$ cat src/rtl/io_pad_pkg.sv
// Shared types and reset constants for the bidirectional pad-bank controller.
package io_pad_pkg;

   typedef enum logic [1:0] {
      IDLE  = 2'd0,
      DRIVE = 2'd1,
      TURN  = 2'd2,
      RX    = 2'd3
   } pad_state_e;

   typedef enum logic {
      DIR_RX   = 1'b0,
      DIR_IDLE = 1'b1
   } turn_dir_e;

   localparam logic [1:0] PAD_DS_RST = 2'b01;
   localparam logic       PAD_SR_RST = 1'b0;

endpackage

$ cat src/rtl/io_pad_sync.sv
// Multi-flop synchronizer for asynchronous pad inputs; SYNC_STAGES cycles latency, no backpressure.
module io_pad_sync #(
   parameter int WIDTH       = 8,
   parameter int SYNC_STAGES = 2
) (
   input  logic             clk,
   input  logic             rstn,
   input  logic [WIDTH-1:0] d_i,
   output logic [WIDTH-1:0] q_o
);

   logic [WIDTH-1:0] stage_q [SYNC_STAGES];

   always_ff @(posedge clk) begin
      if (!rstn) begin
         for (int i = 0; i < SYNC_STAGES; i++) stage_q[i] <= '0;
      end else begin
         stage_q[0] <= d_i;
         for (int i = 1; i < SYNC_STAGES; i++) stage_q[i] <= stage_q[i-1];
      end
   end

   assign q_o = stage_q[SYNC_STAGES-1];

endmodule

$ cat src/rtl/io_pad_bidir_ctrl.sv
// Registered OE/IE/A/DS/SR control for a pad bank with TURN_CYCLES dead cycles per turnaround; rx_valid
// 1+TURN_CYCLES+SYNC_STAGES cycles after rx_en, tx_ready low outside IDLE/DRIVE. Option: PAD_LOOPBACK_CHECK_EN.
module io_pad_bidir_ctrl
   import io_pad_pkg::*;
#(
   parameter int WIDTH       = 8,
   parameter int TURN_CYCLES = 2,
   parameter int SYNC_STAGES = 2
) (
   input  logic             clk,
   input  logic             rstn,
   input  logic [1:0]       cfg_ds,
   input  logic             cfg_sr,
   input  logic             tx_valid,
   output logic             tx_ready,
   input  logic [WIDTH-1:0] tx_data,
   input  logic             rx_en,
   output logic             rx_valid,
   output logic [WIDTH-1:0] rx_data,
   output logic             err_mismatch,
   output logic [WIDTH-1:0] pad_a,
   output logic             pad_oe,
   output logic             pad_ie,
   output logic             pad_ds0,
   output logic             pad_ds1,
   output logic             pad_sr,
   input  logic [WIDTH-1:0] pad_y
);

   localparam int TCW = $clog2(TURN_CYCLES + 1);
   localparam int RCW = $clog2(SYNC_STAGES);
   localparam logic [TCW-1:0] TURN_LAST = TCW'(TURN_CYCLES - 1);
   localparam logic [RCW-1:0] RX_LAST   = RCW'(SYNC_STAGES - 1);
`ifdef PAD_LOOPBACK_CHECK_EN
   localparam logic IE_IN_DRIVE = 1'b1;
`else
   localparam logic IE_IN_DRIVE = 1'b0;
`endif

   pad_state_e       state_q, state_d;
   turn_dir_e        dir_q, dir_d;
   logic [TCW-1:0]   turn_cnt_q, turn_cnt_d;
   logic [RCW-1:0]   rx_cnt_q, rx_cnt_d;
   logic [WIDTH-1:0] pad_a_q, pad_a_d;
   logic [1:0]       ds_q, ds_d;
   logic             sr_q, sr_d;
   logic             oe_q, oe_d;
   logic             ie_q, ie_d;
   logic             tx_ready_q, tx_ready_d;
   logic             rx_valid_q, rx_valid_d;
   logic             tx_acc;
   logic [WIDTH-1:0] sync_y;

   io_pad_sync #(
      .WIDTH       (WIDTH),
      .SYNC_STAGES (SYNC_STAGES)
   ) u_sync (
      .clk  (clk),
      .rstn (rstn),
      .d_i  (pad_y),
      .q_o  (sync_y)
   );

   assign tx_acc = tx_valid && tx_ready_q;

   always_comb begin
      state_d    = state_q;
      dir_d      = dir_q;
      turn_cnt_d = turn_cnt_q;
      rx_cnt_d   = rx_cnt_q;
      pad_a_d    = pad_a_q;
      ds_d       = ds_q;
      sr_d       = sr_q;
      oe_d       = oe_q;
      ie_d       = ie_q;
      rx_valid_d = rx_valid_q;
      case (state_q)
         IDLE: begin
            ds_d = cfg_ds;
            sr_d = cfg_sr;
            // A pending word blocks the RX request even before tx_ready rises after reset.
            if (tx_acc) begin
               pad_a_d = tx_data;
               oe_d    = 1'b1;
               ie_d    = IE_IN_DRIVE;
               state_d = DRIVE;
            end else if (!tx_valid && rx_en) begin
               state_d    = TURN;
               dir_d      = DIR_RX;
               turn_cnt_d = '0;
            end
         end
         DRIVE: begin
            if (tx_acc) begin
               pad_a_d = tx_data;
            end else if (rx_en) begin
               oe_d       = 1'b0;
               ie_d       = 1'b0;
               state_d    = TURN;
               dir_d      = DIR_RX;
               turn_cnt_d = '0;
            end
         end
         TURN: begin
            if (turn_cnt_q == TURN_LAST) begin
               if (dir_q == DIR_RX) begin
                  state_d  = RX;
                  ie_d     = 1'b1;
                  rx_cnt_d = '0;
               end else begin
                  state_d = IDLE;
               end
            end else begin
               turn_cnt_d = turn_cnt_q + 1'b1;
            end
         end
         RX: begin
            if (!rx_en) begin
               ie_d       = 1'b0;
               rx_valid_d = 1'b0;
               state_d    = TURN;
               dir_d      = DIR_IDLE;
               turn_cnt_d = '0;
            end else if (rx_cnt_q == RX_LAST) begin
               rx_valid_d = 1'b1;
            end else begin
               rx_cnt_d = rx_cnt_q + 1'b1;
            end
         end
         default: state_d = IDLE;
      endcase
      tx_ready_d = (state_d == IDLE) || (state_d == DRIVE);
   end

   always_ff @(posedge clk) begin
      if (!rstn) begin
         state_q    <= IDLE;
         dir_q      <= DIR_IDLE;
         turn_cnt_q <= '0;
         rx_cnt_q   <= '0;
         pad_a_q    <= '0;
         ds_q       <= PAD_DS_RST;
         sr_q       <= PAD_SR_RST;
         oe_q       <= 1'b0;
         ie_q       <= 1'b0;
         tx_ready_q <= 1'b0;
         rx_valid_q <= 1'b0;
      end else begin
         state_q    <= state_d;
         dir_q      <= dir_d;
         turn_cnt_q <= turn_cnt_d;
         rx_cnt_q   <= rx_cnt_d;
         pad_a_q    <= pad_a_d;
         ds_q       <= ds_d;
         sr_q       <= sr_d;
         oe_q       <= oe_d;
         ie_q       <= ie_d;
         tx_ready_q <= tx_ready_d;
         rx_valid_q <= rx_valid_d;
      end
   end

`ifdef PAD_LOOPBACK_CHECK_EN
   localparam int DCW = $clog2(SYNC_STAGES + 1);
   localparam logic [DCW-1:0] DRV_SETTLED = DCW'(SYNC_STAGES);

   // pad_a_q plus these SYNC_STAGES taps line the driven word up with its synchronized echo.
   logic [WIDTH-1:0] a_dly_q [SYNC_STAGES];
   logic [DCW-1:0]   drv_cnt_q;
   logic             err_q;

   always_ff @(posedge clk) begin
      if (!rstn) begin
         for (int i = 0; i < SYNC_STAGES; i++) a_dly_q[i] <= '0;
         drv_cnt_q <= '0;
         err_q     <= 1'b0;
      end else begin
         a_dly_q[0] <= pad_a_q;
         for (int i = 1; i < SYNC_STAGES; i++) a_dly_q[i] <= a_dly_q[i-1];
         if (state_q != DRIVE) begin
            drv_cnt_q <= '0;
         end else if (drv_cnt_q != DRV_SETTLED) begin
            drv_cnt_q <= drv_cnt_q + 1'b1;
         end
         if (state_q == DRIVE && drv_cnt_q == DRV_SETTLED && sync_y != a_dly_q[SYNC_STAGES-1]) begin
            err_q <= 1'b1;
         end
      end
   end

   assign err_mismatch = err_q;
`else
   assign err_mismatch = 1'b0;
`endif

   assign tx_ready = tx_ready_q;
   assign rx_valid = rx_valid_q;
   assign rx_data  = sync_y;
   assign pad_a    = pad_a_q;
   assign pad_oe   = oe_q;
   assign pad_ie   = ie_q;
   assign pad_ds0  = ds_q[0];
   assign pad_ds1  = ds_q[1];
   assign pad_sr   = sr_q;

endmodule
$ cat config.mk
export PLATFORM = sky130hd
export DESIGN_NAME = io_pad_bidir_ctrl
export DESIGN_NICKNAME = d
export VERILOG_FILES = /design/src/rtl/io_pad_pkg.sv /design/src/rtl/io_pad_sync.sv /design/src/rtl/io_pad_bidir_ctrl.sv
export SDC_FILE = /design/constraint.sdc
export NUM_CORES = 1
export LEC_CHECK = 0
export ABC_CLOCK_PERIOD_IN_PS = 1600
export CAP_MARGIN = 20
export CORE_MARGIN = 4
export CORE_UTILIZATION = 44
export CTS_CLUSTER_DIAMETER = 40
export CTS_CLUSTER_SIZE = 20
export DETAILED_ROUTE_END_ITERATION = 16
export PLACE_DENSITY = 0.77
export SYNTH_ARGS = -nofsm -noshare
export SYNTH_HDL_FRONTEND = slang
export SYNTH_HIERARCHICAL = 1
export SYNTH_SLANG_ARGS = --single-unit
$ cat constraint.sdc
create_clock -name clk -period 1.6 [get_ports clk]
set_input_delay 0.4 -clock clk [delete_from_list [all_inputs] [get_ports clk]]
set_output_delay 0.4 -clock clk [all_outputs]
set_load 0.005 [all_outputs]
* After elaboration in Yosys (flattened, before gate mapping) *
Memories as Yosys holds them, arrays and structs flattened.
Index checks and enable logic that the tools add are counted.

cells by class
  add/sub/neg operators = 2
  eq/ne operators = 16
  multiplexer cells = 39
  bitwise logic cells = 2
  reductions and logical operators = 17

operator list
  kind                 number
  $mux 2               13
  $ne 2x2->1 const B   10
  $mux 1               18
  $reduce_and 6->1     3
  $mux 8               2
  $pmux 2 s4           2
  $reduce_and 4->1     2
  $eq 2x1->1 const B   3
  $eq 2x2->1 const B   2
  $logic_not 2->1      2
  $pmux 1 s2           2
  $pmux 1 s4           1
  $reduce_and 2->1     2
  $reduce_bool 2->1    2
  $pmux 1 s3           1
  $reduce_bool 3->1    1
  $add 2x1->2 const B  1
  $logic_and 1x1->1    2
  $ne 2x1->1 const B   1
  $or 1x1->1           2
  $reduce_or 2->1      1
  $add 1x1->1 const B  1
  $logic_not 1->1      1
  $logic_or 1x1->1     1

storage, ports and cells
  flip-flop bits (word level) = 21
  memory bits (writable) = 16
  input bits = 23
  output and inout port bits = 24
  logic and storage cells = 88
  memories = 1

memories
  name            words  bits a word  rd ports  clocked after memory_dff  write ports  RTL line           RTL
  u_sync.stage_q  2      8            2         0                         2            io_pad_sync.sv:12  logic [WIDTH-1:0] stage_q [SYNC_STAGES];

* Depth between registers and ports, before layout *
  depth in word-level cells = 7
  mapped depth = 5
  gate-level depth less buffers = 5

* Hierarchy *
Netlist, hierarchy kept.

by module, submodules not included
  module             instances  cells each  area each (µm²)  seq. area each (µm²)
  io_pad_bidir_ctrl  1          99          922.1            420.4
  io_pad_sync        1          41          506.7            320.3

* Worst setup path after synthesis *
No wires, ideal clock.

  path type = register to register
  start point = reg turn_cnt_q[1]
  end point = reg turn_cnt_q[1]
  setup time = 0.101 ns
  data arrival time = 1.138 ns
  data required time = 1.499 ns
  slack = 0.361 ns
  stages on the path, launching flop included = 6
  buffers on the path = 0
  period minus slack after synthesis = 1.239 ns
  cells stage by stage = dfxtp_1 inv_1 ha_1 nand2b_1 or4_1 o41ai_1

on the way
  longest elaborated chain between the ends = 3
  elaborated cells between the ends (all ways) = 6
  classes of those cells = 1 x add/sub; 2 x eq/ne; 2 x mux; 1 x reduce/logical

RTL lines
  what                                            RTL line                                            RTL
  from (decl)                                     io_pad_bidir_ctrl.sv:42                             logic [TCW-1:0] turn_cnt_q, turn_cnt_d;
  from (signal assigned)                          io_pad_bidir_ctrl.sv:151                            turn_cnt_q <= turn_cnt_d;
  $add 2x1->2 or $eq 2x1->1 (tied branches)       io_pad_bidir_ctrl.sv:114, io_pad_bidir_ctrl.sv:105
  $mux 2 or $ne 2x2->1 (tied branches)            n/a
  $pmux 2 s4 or $reduce_and 6->1 (tied branches)  n/a

Several ways; a longest one is shown, not always the timed one. The select of a mux whose other input is x is not followed.
A chain may end at the register's enable or synchronous reset.

* Worst setup path in the final report *
  start point = reg rx_valid_q (netlist: rx_valid)
  end point = out rx_valid

RTL lines
  what                    RTL line                  RTL
  from (decl)             io_pad_bidir_ctrl.sv:50   logic rx_valid_q, rx_valid_d;
  from (signal assigned)  io_pad_bidir_ctrl.sv:159  rx_valid_q <= rx_valid_d;
  to (decl)               io_pad_bidir_ctrl.sv:18   output logic rx_valid,

No word-level cell between the ends.

==> flow_metrics.env <==
export IMPL_routedWlPerCell_microns=13.0
export IMPL_ir_worst_vdd_mv=0.561
export IMPL_utilization_pct=66.7
export IMPL_yosysSeqAreaShare_pct=51.8
export IMPL_initialDrtViolationCount=40
export IMPL_drv_slew=0
export IMPL_portBuffers=45
export IMPL_grt_pass1_vias=1126
export IMPL_num_rows=20
export IMPL_setup_slack_ns=0.249
export IMPL_synth_seq_cells=37
export IMPL_cts_root_buf="clkbuf_4"
export IMPL_rsz0062_at_grt="false"
export IMPL_fp_dieW_microns=65.0
export IMPL_pwr_density_cell_nw_per_um2=966
export IMPL_antenna_found_initial=0
export IMPL_r2r_start="state_q[0]$_SDFF_PN0_"
export IMPL_start_kind="flop"
export IMPL_avgSynthCellArea_sq_um=10.2
export IMPL_numCtsBuffers=5
export IMPL_use_met2_pct=24.8
export IMPL_yosysTopAreaCell="dfxtp_1"
export IMPL_die_h_microns=65.0
export IMPL_critPathSlowestCell="dfxtp_1"
export IMPL_start_util_pct=46.4
export IMPL_groute_usage_overall_pct=15.8
export IMPL_critical_path_top_delay_family="flip-flops"
export IMPL_cts_tree="built"
export IMPL_clock_sinks=37
export IMPL_ant_nets=0
export IMPL_pre_cts_ws_ns=-0.0685
export IMPL_r2r_cells=4
export IMPL_viasPerCell=4.80
export IMPL_syn_nets=164
export IMPL_ctsHoldBuffers=0
export IMPL_use_met1_pct=18.4
export IMPL_cp_max_fo=2
export IMPL_synthDistinctLibCells=38
export IMPL_pin_count=47
export IMPL_max_freq_mhz=740
export IMPL_min_delay_start="u_sync/stage_q[0][4]$_SDFF_PN0_"
export IMPL_hold_depth=1
export IMPL_r2r_end="turn_cnt_q[0]$_SDFFE_PN0P_"
export IMPL_holdPathEnd="u_sync/stage_q[0][12]$_SDFF_PN0_"
export IMPL_post_route_period_util_pct=84.4
export IMPL_met3_usage_pct=7.28
export IMPL_power_leakage_nw=1.13
export IMPL_drc=0
export IMPL_hp_class="flop to flop"
export IMPL_cp_arrival_ns=0.95
export IMPL_num_vias=1129
export IMPL_fin_nets=214
export IMPL_fin_crit_ns=1.35
export IMPL_synth_area_sq_um=1430
export IMPL_h_tree_depth=2
export IMPL_drive_gt1_share_pct=26.2
export IMPL_r2r_slack_ns=0.27
export IMPL_crit_type="flop to primary output"
export IMPL_grt_busiest_layer="met2"
export IMPL_cts_reportedPaths_clkPinSlew_ns=0.11
export IMPL_synth_top_area_share_pct=51.8
export IMPL_yosysWarnings=6
export IMPL_die_area_sq_um=4220
export IMPL_grt_max_degree=18
export IMPL_cp_cell_sequence="dlygate4sd2_1"
export IMPL_grt_pass1_wl_microns=5020
export IMPL_antenna_cells=0
export IMPL_dp_hpwl_microns=2200
export IMPL_path_buf_inv=1
export IMPL_core_area_sq_um=3080
export IMPL_gp_congestion=0.795
export IMPL_required_ns=1.20
export IMPL_syn_inst=140
export IMPL_hold_violations=0
export IMPL_setup_viol=0
export IMPL_skew_ns=0.00699
export IMPL_areaGrowthSynthToFinish_pct=43.7
export IMPL_drv_cap=0
export IMPL_routed_wl_microns=3050
export IMPL_overflow=0
export IMPL_end_kind="primary output"
export IMPL_insertion_delay_ns=0.34
export IMPL_cp_slowest_stage_delay_ns=0.35
export IMPL_outcome="completed"
export IMPL_ctsLongestPathBuffers=2
export IMPL_synth_area_top_cells="dfxtp_1, mux2i_1, and2_2"
export IMPL_drt_pass1_iterations=4
==> per-layer routing <==
layer | vias up | routed length (microns)
met4 | 0 | 57
li1 | 564 | -
met1 | 526 | 1230
met2 | 33 | 1540
met3 | 6 | 220
met5 | - | 0
==> cell usage in the layout (no fill, tap or decap), types with 2 or more instances in the layout <==
cell	n
clkdlybuf4s50_1	22
a21oi_1	8
o221ai_1	2
nand3b_1	2
nand2_1	5
dlymetal6s2s_1	15
o21ai_1	4
dlygate4sd2_1	8
mux2i_1	9
clkbuf_4	5
and2_2	12
inv_1	4
nor2_1	11
dfxtp_1	23
dfxtp_2	14
and2_1	4
nand2b_1	3
buf_4	14
or4_1	2
==> layout make-up <==
type                            count  area [sq um]
Clock buffer                        7          55.1
Clock inverter                      1          30.0
Fill cell                         251          1020
Inverter                            5          18.8
Multi-Input combinational cell     82           553
Sequential cell                    37           758
Tap cell                           44          55.1
Timing Repair Buffer               59           583
==> flip-flops by register name, indices dropped and copies added, names as in the netlist <==
name,cells
pad_ie,1
pad_oe,1
turn_cnt_q,2
state_q,2
dir_q,1
tx_ready,1
pad_a,8
ds_q,2
pad_sr,1
rx_valid,1
u_sync/stage_q,16
rx_cnt_q,1
==> synthesized netlist by cell type <==
master,number
and3_1,1
o311ai_1,1
o21ai_0,1
nand2_1,5
ha_1,1
a221oi_1,1
inv_2,1
o2bb2ai_1,1
and2_1,4
or4_1,2
and2_2,12
mux2i_1,9
o21ai_1,4
clkbuf_1,1
o221ai_1,2
nor2b_1,1
nor2_1,11
o31ai_1,1
or2b_1,1
and4bb_2,1
buf_6,2
a21oi_1,8
conb_1,1
a21boi_0,1
a21bo_2,1
a211o_1,1
buf_2,3
nand4bb_1,1
a31oi_1,1
buf_4,10
nand3_1,1
nand3b_1,2
o41ai_1,1
dfxtp_1,37
a211oi_1,1
inv_1,4
a32oi_1,1
nand2b_1,3
==> logic make-up (layout without fill, tap and decap cells) <==
logic type | count (synthesis) | count (layout) | synth area share [%]
other cells | 1 | 1 | 0.262
flops | 37 | 37 | 51.8
mux | 9 | 9 | 6.30
buf+inv | 21 | 72 | 9.46
simple gates | 45 | 45 | 19.1
fa+ha+maj | 1 | 1 | 0.876
compound gates | 26 | 26 | 12.2
==> worst max-delay path by stage <==
stage | startpoint | endpoint | slack [ns] | cells past startpoint
6_report | rx_valid$_SDFFE_PN0P_ | rx_valid | 0.25 | 1
4_1_cts | pad_a[3]$_SDFFE_PN0P_ | pad_a[3] | 0.0003 | 1
5_1_grt | pad_a[2]$_SDFFE_PN0P_ | pad_a[2] | 0.19 | 1
2_1_floorplan | turn_cnt_q[1]$_SDFFE_PN0P_ | turn_cnt_q[1]$_SDFFE_PN0P_ | 0.36 | 5
3_3_place_gp | rstn | turn_cnt_q[0]$_SDFFE_PN0P_ | -0.06 | 4
3_5_place_dp | rstn | turn_cnt_q[0]$_SDFFE_PN0P_ | -0.07 | 4
==> timing repair <==
action,in CTS,in global routing
endpoints found under the setup margin,16,15
setup buffers,1,1
resized for setup,19,18
==> stage by stage <==
| stage | setup TNS, ns | instances | power (W) | cell area (sq um) | hold slack (ns) |
|---|---|---|---|---|---|
| finish | 0 | 235 | 0.00198 | 2050 | 0.439 |
| global route | 0 | 235 | 0.00209 | 2050 | 0.464 |
| CTS | 0 | 234 | 0.00201 | 2000 | 0.445 |
| detailed placement | -0.0997 | 225 | 0.00134 | 1910 | 0.422 |
| global placement | -0.0574 | 225 | 0.00133 | 1910 | 0.415 |
| floorplan | 0 | 140 | 0.00118 | 1430 | 0.412 |
==> where the power goes <==
group          switching (W)  internal [W]  total (W)
Clock               0.000296      0.000373   0.000669
Sequential         0.0000326      0.000978    0.00101
Combinational       0.000120      0.000183   0.000303
Total               0.000449       0.00153    0.00198
Power figures use the tool's default switching activity.
